## config.mk

```make
export PLATFORM = sky130hd
export DESIGN_NAME = uart_rx
export DESIGN_NICKNAME = d
export VERILOG_FILES = /design/src/rtl/uart_pkg.sv /design/src/rtl/uart_sync.sv /design/src/rtl/uart_rx.sv
export SDC_FILE = /design/constraint.sdc
export NUM_CORES = 1
export LEC_CHECK = 0
export CAP_MARGIN = 20
export CORE_ASPECT_RATIO = 0.6
export CORE_MARGIN = 2
export CORE_UTILIZATION = 51
export CTS_CLUSTER_SIZE = 8
export DETAILED_ROUTE_END_ITERATION = 8
export PLACE_DENSITY_LB_ADDON = 0.2
export SYNTH_ARGS = -nofsm -noshare
export SYNTH_HDL_FRONTEND = slang
export SYNTH_SLANG_ARGS = --single-unit
```

## constraint.sdc

```tcl
create_clock -name clk -period 1.8 [get_ports clk]
set_input_delay 0.27 -clock clk [delete_from_list [all_inputs] [get_ports clk]]
set_output_delay 0.27 -clock clk [all_outputs]
set_load 0.02 [all_outputs]
```

## src/rtl/uart_pkg.sv

```systemverilog
// Shared UART definitions: receiver state encoding and baud timing helpers.
// The transmitter derives its bit timing from the same functions, so both
// sides of a link always agree on clocks per bit.
package uart_pkg;

    // Receiver FSM states. The encoding is fixed so the debug state output
    // reads the same in every build.
    typedef enum logic [2:0] {
        RX_IDLE      = 3'd0,
        RX_START     = 3'd1,
        RX_DATA      = 3'd2,
        RX_STOP      = 3'd3,
        RX_WAIT_IDLE = 3'd4
    } rx_state_t;

    // Below this the mid-bit sample point is too coarse for reliable reception.
    localparam int MIN_CLKS_PER_BIT = 4;

    // System clocks per line bit. This is an integer division, so any
    // remainder shows up as a small, bounded baud error.
    function automatic int calc_clks_per_bit(input int clk_freq, input int baud_rate);
        return clk_freq / baud_rate;
    endfunction

    // Clocks from the start-bit edge to its midpoint.
    function automatic int calc_half_bit(input int clk_freq, input int baud_rate);
        return calc_clks_per_bit(clk_freq, baud_rate) / 2;
    endfunction

endpackage

```

## src/rtl/uart_sync.sv

```systemverilog
// Two-flop synchronizer for a single asynchronous input bit.
// The reset value matches the idle level of the line, so leaving reset never
// looks like a falling edge to the logic downstream.
module uart_sync #(
    parameter logic RESET_VAL = 1'b1
) (
    input  logic clk,
    input  logic reset,
    input  logic d,
    output logic q
);

    logic meta;

    // Two-stage capture of the asynchronous input; only q is used downstream.
    always_ff @(posedge clk or posedge reset) begin
        if (reset) begin
            meta <= RESET_VAL;
            q    <= RESET_VAL;
        end else begin
            meta <= d;
            q    <= meta;
        end
    end

endmodule

```

## src/rtl/uart_rx.sv

```systemverilog
// 8N1 UART receiver.
// The line is synchronized first. A falling edge in IDLE starts a frame. The
// start bit is confirmed at its midpoint, and every later bit is sampled one
// full bit period after the previous sample point.
//
// Output semantics: this is a push-only interface with no back-pressure.
// rx_valid is a one-cycle pulse. In that cycle rx_data holds a newly received
// byte, and rx_data keeps that byte until the next good frame arrives.
// rx_frame_err is a one-cycle pulse for a frame whose stop bit was sampled
// low, and it leaves rx_data untouched. The two pulses are mutually exclusive.
// dbg_state exposes the FSM state so that checkers can follow the receiver.
module uart_rx
    import uart_pkg::*;
#(
    parameter int CLK_FREQ  = 50_000_000,
    parameter int BAUD_RATE = 115_200
) (
    input  logic       clk,
    input  logic       reset,
    input  logic       uart_rxd,
    output logic [7:0] rx_data,
    output logic       rx_valid,
    output logic       rx_frame_err,
    output logic       rx_busy,
    output logic [2:0] dbg_state
);

    localparam int CLKS_PER_BIT = calc_clks_per_bit(CLK_FREQ, BAUD_RATE);
    localparam int HALF_BIT     = calc_half_bit(CLK_FREQ, BAUD_RATE);
    localparam int CNT_W        = $clog2(CLKS_PER_BIT);

    localparam logic [CNT_W-1:0] BIT_LAST  = CNT_W'(CLKS_PER_BIT - 1);
    localparam logic [CNT_W-1:0] HALF_LAST = CNT_W'(HALF_BIT - 1);

    // Refuse to build at a clock/baud ratio too low to sample mid-bit.
    if (CLKS_PER_BIT < MIN_CLKS_PER_BIT) begin : g_bad_ratio
        $error("uart_rx: CLK_FREQ/BAUD_RATE must be at least 4");
    end

    rx_state_t        state;
    rx_state_t        state_next;
    logic             rxd_s;
    logic [CNT_W-1:0] bit_cnt;
    logic [2:0]       bit_idx;
    logic [7:0]       shift_reg;

    // Strobes decoded from the current state and the bit counter.
    logic half_done;
    logic bit_done;
    logic cnt_run;
    logic sample_bit;
    logic frame_ok;
    logic frame_bad;

    uart_sync #(
        .RESET_VAL (1'b1)
    ) u_sync (
        .clk   (clk),
        .reset (reset),
        .d     (uart_rxd),
        .q     (rxd_s)
    );

    // State register.
    always_ff @(posedge clk or posedge reset) begin
        if (reset) begin
            state <= RX_IDLE;
        end else begin
            state <= state_next;
        end
    end

    // Next-state logic: frame sequencing on the synchronized line.
    always_comb begin
        state_next = state;
        case (state)
            RX_IDLE: begin
                if (!rxd_s) begin
                    state_next = RX_START;
                end
            end
            RX_START: begin
                // A start bit that is already high again at its midpoint
                // was a glitch, so the receiver drops it silently.
                if (half_done) begin
                    state_next = rxd_s ? RX_IDLE : RX_DATA;
                end
            end
            RX_DATA: begin
                if (bit_done && (bit_idx == 3'd7)) begin
                    state_next = RX_STOP;
                end
            end
            RX_STOP: begin
                if (bit_done) begin
                    state_next = rxd_s ? RX_IDLE : RX_WAIT_IDLE;
                end
            end
            RX_WAIT_IDLE: begin
                // A held-low line (break) must go high before the receiver
                // re-arms, so a break reports exactly one framing error.
                if (rxd_s) begin
                    state_next = RX_IDLE;
                end
            end
            default: begin
                state_next = RX_IDLE;
            end
        endcase
    end

    // Output and strobe decode derived from the current state.
    always_comb begin
        half_done  = (bit_cnt == HALF_LAST);
        bit_done   = (bit_cnt == BIT_LAST);
        cnt_run    = (state == RX_START) || (state == RX_DATA) || (state == RX_STOP);
        sample_bit = (state == RX_DATA) && bit_done;
        frame_ok   = (state == RX_STOP) && bit_done && rxd_s;
        frame_bad  = (state == RX_STOP) && bit_done && !rxd_s;
        rx_busy    = (state != RX_IDLE);
        dbg_state  = state;
    end

    // Bit-period counter. It restarts on every state change and after each
    // data sample, and it stops at its terminal value instead of wrapping.
    always_ff @(posedge clk or posedge reset) begin
        if (reset) begin
            bit_cnt <= '0;
        end else if ((state_next != state) || sample_bit) begin
            bit_cnt <= '0;
        end else if (cnt_run && !bit_done) begin
            bit_cnt <= bit_cnt + CNT_W'(1);
        end
    end

    // Data bit index. It is cleared while the start bit is checked and
    // advances on each data sample.
    always_ff @(posedge clk or posedge reset) begin
        if (reset) begin
            bit_idx <= 3'd0;
        end else if (state == RX_START) begin
            bit_idx <= 3'd0;
        end else if (sample_bit) begin
            bit_idx <= bit_idx + 3'd1;
        end
    end

    // Assemble the byte LSB first by writing each sample to its own position.
    always_ff @(posedge clk or posedge reset) begin
        if (reset) begin
            shift_reg <= 8'h00;
        end else if (sample_bit) begin
            shift_reg[bit_idx] <= rxd_s;
        end
    end

    // Result registers: publish the byte and raise the pulses in the cycle
    // after the stop-bit sample.
    always_ff @(posedge clk or posedge reset) begin
        if (reset) begin
            rx_data      <= 8'h00;
            rx_valid     <= 1'b0;
            rx_frame_err <= 1'b0;
        end else begin
            rx_valid     <= frame_ok;
            rx_frame_err <= frame_bad;
            if (frame_ok) begin
                rx_data <= shift_reg;
            end
        end
    end

endmodule

```

==> results.tsv, run 1 <==
metric	value	unit
timing.final.ws_setup	-0.1415	ns
die_x	81.29	µm
pwr-share-clk	47.3	%
p_leak	0.001147	µW
place_congestion	0.9324	
drc_errors	0	
ys_async_sr_fraction	100.0	%
p_sw_share	20.26	%
seqPwrFrac	50.5	%
syn-num-nets	166	
finClkSkew	0.009017	ns
end_kind	flop	
intPower	1248	µW
nets	216	
cts.htree.levels	2	
worstMarginPinSlew	0.6972	ns
slew_violations	0	
yosys.area.top_type_share	45.17	%
combinationalPowerShare	2.2	%
yosys.cell_count.top_type	dfrtp_1	
netlist_area	1828	µm²
clk_pin_slew	0.07	ns
dieArea	4095	µm²
dpl.hpwl	3053	µm
antenna_left	0	
drt_wl_total	4725	µm
startpoint_type	flop	
cts_hold_buf	0	
worstPathCellList	inv_2, ha_4, nand4b_4, buf_6, nor4_1, mux2_2, a22o_1	
drtIter0Drc	193	
synth_warnings	0	
area_growth	38.19	%
slew_headroom	53.09	%
antenna_cells	0	
fp.dieH	50.38	µm
start_util	54.68	%
grt_pass1_wl	7645	µm
coreArea	3343	µm²
max-clock-path-buffers	2	
post-synth-top-area-cell	dfrtp_1	
hold_class	primary input to asynchronous set/reset pin	
max_stage_delay	0.59	ns
ys_types	46	
place_ws	-0.03670	ns
worstPathMaxFanout	3	
first_pass_iters	4	
synth-edff-count	0	
post-route-min-period	1.942	ns
run_status	complete, but fails checks	
ys_seq_area_share	48.05	%
post_route_cells_drive_above_1_share	43.54	%
cts_root_buf	clkbuf_8	
cp_num_buf_inv	2	
synthTopCellsByCount	33 x dfrtp_1, 17 x mux2_2, 13 x nor3_1	
cpMaxStageDelayCell	nor4_1	
vias	1528	
largest_reg_flops	9	
cpLargestDelayFamily	simple AND/OR/NAND/NOR gates	
rsz0062_at_grt	true	
grt_pass1_vias	1477	
finalHoldViolCount	0	
p_switching	317.1	µW
final_cell_count_no_fill	254	
ios	17	
portBuffers	16	
grt_overflow	0	
criticalPathCategory	flop to flop	
synth_flop_cell	dfrtp_1	
power-per-cell-area	619.7	nW/µm²
cts_tree	yes	
fmax	515.1	MHz
violations	negative setup slack	
post-route-period-util	107.9	%
synthCells	158	
crit_arrival	2.18	ns
routed_via_density	6.016	
max_cap_violations	0	
required	2.04	ns
avgSynthCellArea	11.57	µm²
dp.cells	239	
post-route-util	75.56	%
grt_usage	26.00	%
grt_max_degree	25	
yosys_register_bits	35	
ir_drop	0.0004830	V
setup_viol	13	
cts_buffers	5	
cts.sinks	35	
clk_latency	0.30	ns
antenna_found_initial	0	
wl_per_cell	18.60	µm
rows	16	
synth_area_leaders	dfrtp_1 45%, mux2_2 10%, xnor2_1 3.8%, nor3_1 3.6%, ha_1 3.4%	
[placed cells by master, fill, tap and decap left out, types with 2 or more instances in the layout]
cell | netlist | routed
nand2_1 | 3 | 3
inv_2 | 0 | 2
clkdlybuf4s50_1 | 0 | 14
nand4_1 | 2 | 2
nor3_1 | 13 | 7
clkbuf_8 | 0 | 6
nor3_2 | 0 | 6
nor4_1 | 3 | 3
nor2_1 | 8 | 8
nand3_1 | 6 | 5
dfrtp_1 | 33 | 31
buf_6 | 0 | 4
dfrtp_2 | 0 | 2
xnor2_1 | 8 | 8
a22o_1 | 5 | 5
mux2_2 | 17 | 16
nand4b_1 | 4 | 4
a21oi_1 | 7 | 6
ha_4 | 0 | 3
buf_4 | 1 | 30
dfstp_2 | 2 | 2
inv_1 | 6 | 4
[repair_timing]
| action | in CTS | in global routing |
|---|---|---|
| resized for setup | 13 | 18 |
| endpoints found under the setup margin | 25 | 29 |
| buffers inserted | 3 | 2 |
| cloned | 2 | 0 |
| pin swaps | 6 | 6 |
[worst reg2reg max path: stages (launching register included)]
cell and delay (ns):
dfrtp_1 0.39, inv_2 0.08, ha_4 0.14, nand4b_4 0.12
buf_6 0.15, nor4_1 0.59, mux2_2 0.29, a22o_1 0.13
[stage by stage]
| step | power (µW) | setup TNS [ns] | instance area, µm² | hold slack (ns) |
|---|---|---|---|---|
| after global placement | 838.6 | -0.007845 | 2236 | 0.3456 |
| after global routing | 1622 | -2.509 | 2526 | 0.3509 |
| after CTS | 1578 | -0.3241 | 2434 | 0.3086 |
| after floorplan | 822.1 | -0.7053 | 1831 | 0.2745 |
| final | 1565 | -1.181 | 2526 | 0.2993 |
| after detailed placement | 839.6 | -0.4360 | 2236 | 0.3490 |
[metal layers]
metal	global-route usage, %	routed length (µm)	vias up
met5	0	0	-
met4	6.780	78	0
met3	8.273	344	12
met2	38.80	2122	72
met1	36.69	2180	763
li1	-	-	681
[power groups by stage]
stage                     sequential [µW]  clock, µW  combinational [µW]
after global routing                  791        793                38.4
after floorplan                       806          0                15.9
final                                 791        741                33.7
after CTS                             791        753                33.8
after detailed placement              806          0                33.7
after global placement                806          0                32.7
[cell families (layout without fill, tap and decap cells)]
logic type,after synthesis,after routing,synth area share [%]
multiplexers,18,18,11.02
adder cells (fa/ha/maj),5,5,3.422
XOR/XNOR,8,8,3.833
AND/OR/NAND/NOR,56,56,21.29
AO/OA/AOI/OAI,21,21,8.898
buffers and inverters,15,66,3.490
flip-flops,35,35,48.05
[area by class of cell]
type                    instances  area, µm²
inverters                       6      22.52
well taps                      45      56.30
clock buffers                   6      82.58
clock inverters                 2      35.03
fillers                       190      817.0
multi-input cells             108      991.0
repair buffers                 52      457.9
flip-flops and latches         35      880.8
[path summary, 6_finish.rpt]
path / from / end / slack [ns] / cells after the start
min: reset / bit_cnt[7] / 0.30 / 2
max: bit_cnt[1] / bit_idx[0] / -0.14 / 7
max reg2reg: bit_cnt[1] / bit_idx[0] / -0.14 / 7
max in group asynchronous: reset / dbg_state[0] / 0.99 / 3
min reg2reg: u_sync.meta / u_sync.q / 0.36 / 0
min in group clk: u_sync.meta / u_sync.q / 0.36 / 0
Note: power is estimated with default switching activity, not from simulation.
==> inputs of run 2 (changes only) <==
Settings changed: HOLD_SLACK_MARGIN set to 0.15.
==> results of run 2 <==
The final DEF is identical to that of run 1; final timing and power are the same.
==> RTL edit 1: new RTL, settings of run 1 <==
Set the parameter `CLK_FREQ` to 100_000_000 (it was 50_000_000).
--- a/src/rtl/uart_rx.sv
+++ b/src/rtl/uart_rx.sv
@@ -13,5 +13,5 @@
     import uart_pkg::*;
 #(
-    parameter int CLK_FREQ  = 50_000_000,
+    parameter int CLK_FREQ  = 100_000_000,
     parameter int BAUD_RATE = 115_200
 ) (
Check against the original RTL: same outputs for any inputs over 10 cycles, from zero or initial values and one cycle with reset high; that may be too few to reach the edited logic, so the function may still have changed.
==> RTL edit 1 against run 1 <==
  * The run still ends with negative setup slack left
  * Sequential share of layout area is 2.6 points higher
  * Synthesized area is 1.5% lower
  * Global-route usage is 4.7 points lower
  * Worst setup slack better by 0.026 ns
  * Sequential cell count is 1 higher
  * Hold slack better by 0.064 ns
  * Clock skew is 0.0013 ns lower
  * Cell area is 4.6% lower
  * Clock power is 4.0% lower
  * Fmax is 1.4% higher
  * Power is 0.68% lower
  * Routed wire length is 6.3% lower
  * Critical path type unchanged
==> RTL edit 1: results (changes against run 1) <==
* Detail Placement HPWL at 2.72 mm (-11%)
* Met3 Use GR at 0.0531 (-0.0296)
* Largest cells by area after synthesis: dfrtp_1, mux2_2, nor2_1, nand2_1, dfstp_2
* NonClk Buf Share at 0.132 (-0.0489)
* Multi-input combinational area share at 0.418 (+0.0262)
* Final setup vio count at 19 (+6)
* Seq area share at 0.375 (+0.0262)
* Gr usage total at 0.213 (-0.0467)
* Final Util at 0.725 (-0.0305)
* Critical path arrival at 2.10 ns (-0.08 ns)
* Met2 WL post-DR at 1.88 mm (-11%)
* Largest net degree at the start of global routing at 37 (+48%)
* Maximum vdd drop at 0.495 mV (+2.5%)
* Met2 Use GR at 0.300 (-0.0880)
* Critical path's largest stage delay at 0.42 ns (-0.17 ns)
* GPL Wtd Cong at 0.896 (-3.9%)
* P_leak at 1.11 nW (-3.6%)
* Net Count, Synth at 172 (+3.6%)
* Post-route setup slack at -0.115 ns (+0.0262 ns)
* Setup TNS at -0.868 ns (+0.313 ns)
* First-pass GRT wire length at 6.38 mm (-17%)
* Distinct cells, synth at 39 (-15%)
* Max reg flops at 10 (+1)
* Setup Fix Bufs, Post-CTS at 1 (-2)
* Status: finished with violations
* Min-delay worst type: flop to flop
* Met1 Wirelength at 1.98 mm (-9.3%)
* CP Max Fanout at 4 (+1)
* Critical path's slowest cell: or3_4
* Layout sequential cell count at 36 (+2.9%)
* Failing checks: negative setup slack
* Compound-Gate Fraction of Synth Area at 0.0806 (-0.00837)
* Vias per cell at 5.98 (-0.66%)
* XOR/XNOR share of the synthesized area at 0.0389 (+0.000586)
* Wire length on met3 at 406 um (+18%)
* Post-DP Area at 2150 um^2 (-3.7%)
* Resized cells post-CTS at 14 (+1)
* Share of post-route cells with drive strength above 1 at 0.353 (-0.0825)
* Starting DRC count in detailed routing at 201 (+4.1%)
* P_sw at 0.325 mW (+2.4%)
* Inverters at 3 (-3)
* Clock buffers at 5 (-1)
* Met1 Usage GRT at 0.317 (-0.0497)
[RTL edit 1: changes by cell type after synthesis, moves of 5 or more]
cell | run 1 | this run
a22o_1 | 5 | 0
a32o_1 | 0 | 5
mux2_2 | 17 | 12
nand2_1 | 3 | 16
nor2_1 | 8 | 23
nor3_1 | 13 | 6
[RTL edit 1: worst paths after layout]
check	endpoint	cells past startpoint
max	shift_reg[0]	6
min	u_sync.q	0
max reg2reg	shift_reg[0]	6
min reg2reg	u_sync.q	0
max in group asynchronous	u_sync.q	3
min in group asynchronous	rx_data[1]	3
[RTL edit 1: power groups by stage]
| stage | Clock, mW | Combinational [mW] | Sequential (mW) |
|---|---|---|---|
| floorplan | 0 | 0.0159 | 0.830 |
| global placement | 0 | 0.0280 | 0.830 |
| detailed placement | 0 | 0.0297 | 0.831 |
| CTS | 0.716 | 0.0299 | 0.815 |
| global route | 0.748 | 0.0333 | 0.815 |
| finish | 0.711 | 0.0289 | 0.815 |
==> RTL edit 2: new RTL, flow settings as in run 1 <==
Without the edit above. The output `rx_frame_err` loses its register stage (`rx_frame_err` becomes a continuous assignment). Comments in the files are not updated.
--- a/src/rtl/uart_rx.sv
+++ b/src/rtl/uart_rx.sv
@@ -161,8 +161,6 @@
             rx_data      <= 8'h00;
             rx_valid     <= 1'b0;
-            rx_frame_err <= 1'b0;
         end else begin
             rx_valid     <= frame_ok;
-            rx_frame_err <= frame_bad;
             if (frame_ok) begin
                 rx_data <= shift_reg;
@@ -171,4 +169,6 @@
     end
 
+    assign rx_frame_err = frame_bad;
+
 endmodule
 
Formal check against the unedited RTL: same outputs for any inputs over 10 cycles, from zero or initial values and one cycle with reset high; that may be too few to reach the edited logic, so the function may still have changed.
==> RTL edit 2 against run 1 <==
  * Die area shrank 1.3%
  * Count of clock-buffer cells in the layout decreased by 1
  * Cell area rose by 1.0%
  * Synthesized area shrank 1.4%
  * Sequential cell count decreased by 1
  * Worst setup slack gained 0.015 ns
  * Routed wire length shrank 3.1%
  * Power up 4.6%
  * Largest power group is now clock
  * The flow still finishes with violations (negative setup slack)
==> RTL edit 2: results (changes against run 1) <==
* Status: finished with violations
* Failing checks: negative setup slack
* Post-synthesis mux area share at 0.112 (+0.00153)
* Detail Placement HPWL at 3.06 mm (+0.38%)
* NumNets Final at 222 (+2.8%)
* Num CTS Buffers at 5 (unchanged)
* Net Count, Synth at 165 (-0.60%)
* Largest cells by area after synthesis: dfrtp_1, mux2_2, xnor2_1, nor3_1, ha_1
* Share of post-route cells with drive strength above 1 at 0.437 (+0.00180)
* Post-route setup slack at -0.127 ns (+0.0147 ns)
* Fillcell total at 220 (+16%)
* CTS HTree Levels at 2 (unchanged)
* CP Max Fanout at 5 (+2)
* Top post-synthesis cells by count: dfrtp_1, mux2_2, nor3_1, nor2_1, xnor2_1
* P_leak at 1.15 nW (+0.30%)
* Slew @ Worst Pin at 0.514 ns (-0.183 ns)
* Vias in the first global route at 1666 (+13%)
* Clock Latency Late Sink at roughly 0.29 ns
* GPL Wtd Cong at 0.918 (-1.5%)
* CP endpoint: bit_cnt[5]
* Final WL at 4.58 mm (-3.1%)
* Starting DRC count in detailed routing at 100 (-48%)
* Synth async-reset ratio at 1.00 (unchanged)
* Post-Synth Adder-Cell Area at 0.0347 (+0.000475)
* Vias at 1525 (-0.20%)
* Setup Fix Bufs, Post-CTS at 5 (+2)
* Compound-Gate Fraction of Synth Area at 0.0902 (+0.00123)
* Maximum vdd drop at 0.546 mV (+13%)
* Critical path arrival at 2.10 ns (-0.08 ns)
* Flop pwr share at 0.470 (-0.035)
* XOR/XNOR share of the synthesized area at 0.0389 (+0.000532)
* Final setup vio count at 16 (+3)
* Largest net degree at the start of global routing at 35 (+40%)
* Comb group at 0.0281 mW (-17%)
* Resized cells post-CTS at 22 (+9)
* Worst Hold Launch: u_sync.meta
* CP Launch Point: bit_idx[1]
* Placed cells at 243 (+1.7%)
* P_int at 1.33 mW (+6.5%)
* Final setup skew at 0.00661 ns (-0.00241 ns)
* First-pass GRT wire length at 8.02 mm (+4.9%)
* Pwr Total at 1.64 mW (+4.6%)
* Post-DP Area at 2240 um^2 (+0.22%)
* Register area share after synthesis at 0.473 (-0.00721)
* Post-route ant nets at 0 (unchanged)
* Syn avg cell area at 11.5 um^2 (-0.74%)
* Setup TNS at -1.09 ns (+0.0885 ns)
* Worst hold margin at 0.358 ns (+0.0589 ns)
* CTS Buffer Depth at 2 (unchanged)
* Pre-CTS setup slack at -0.238 ns (-0.202 ns)
* Min-delay worst type: flop to flop
* Gr usage total at 0.267 (+0.00742)
* Vias per cell at 5.87 (-2.5%)
* Antenna fix cells at 0 (unchanged)
* Design area at 2550 um^2 (+1.0%)
[RTL edit 2: area by class of cell]
cell class | count | area share
Tap cell | 45 | 0.0221
Sequential cell | 34 | 0.334
Clock inverter | 3 | 0.0270
Multi-Input combinational cell | 108 | 0.381
Timing Repair Buffer | 59 | 0.200
Inverter | 6 | 0.00882
Clock buffer | 5 | 0.0270
[RTL edit 2: critical path: stages (launching register included)]
cell      delay, ns
dfrtp_1        0.37
ha_2           0.20
ha_4           0.12
inv_2          0.04
or4_4          0.54
a211oi_4       0.30
buf_6          0.17
nor3_1         0.06
[RTL edit 2: routing by layer]
layer  GRT usage  routed length [um]  vias to the layer above
met5           0                   0                        -
met4      0.0847                  39                        0
met3      0.0659                 285                        7
met2       0.421                2130                       59
met1       0.366                2130                      767
li1            -                   -                      692
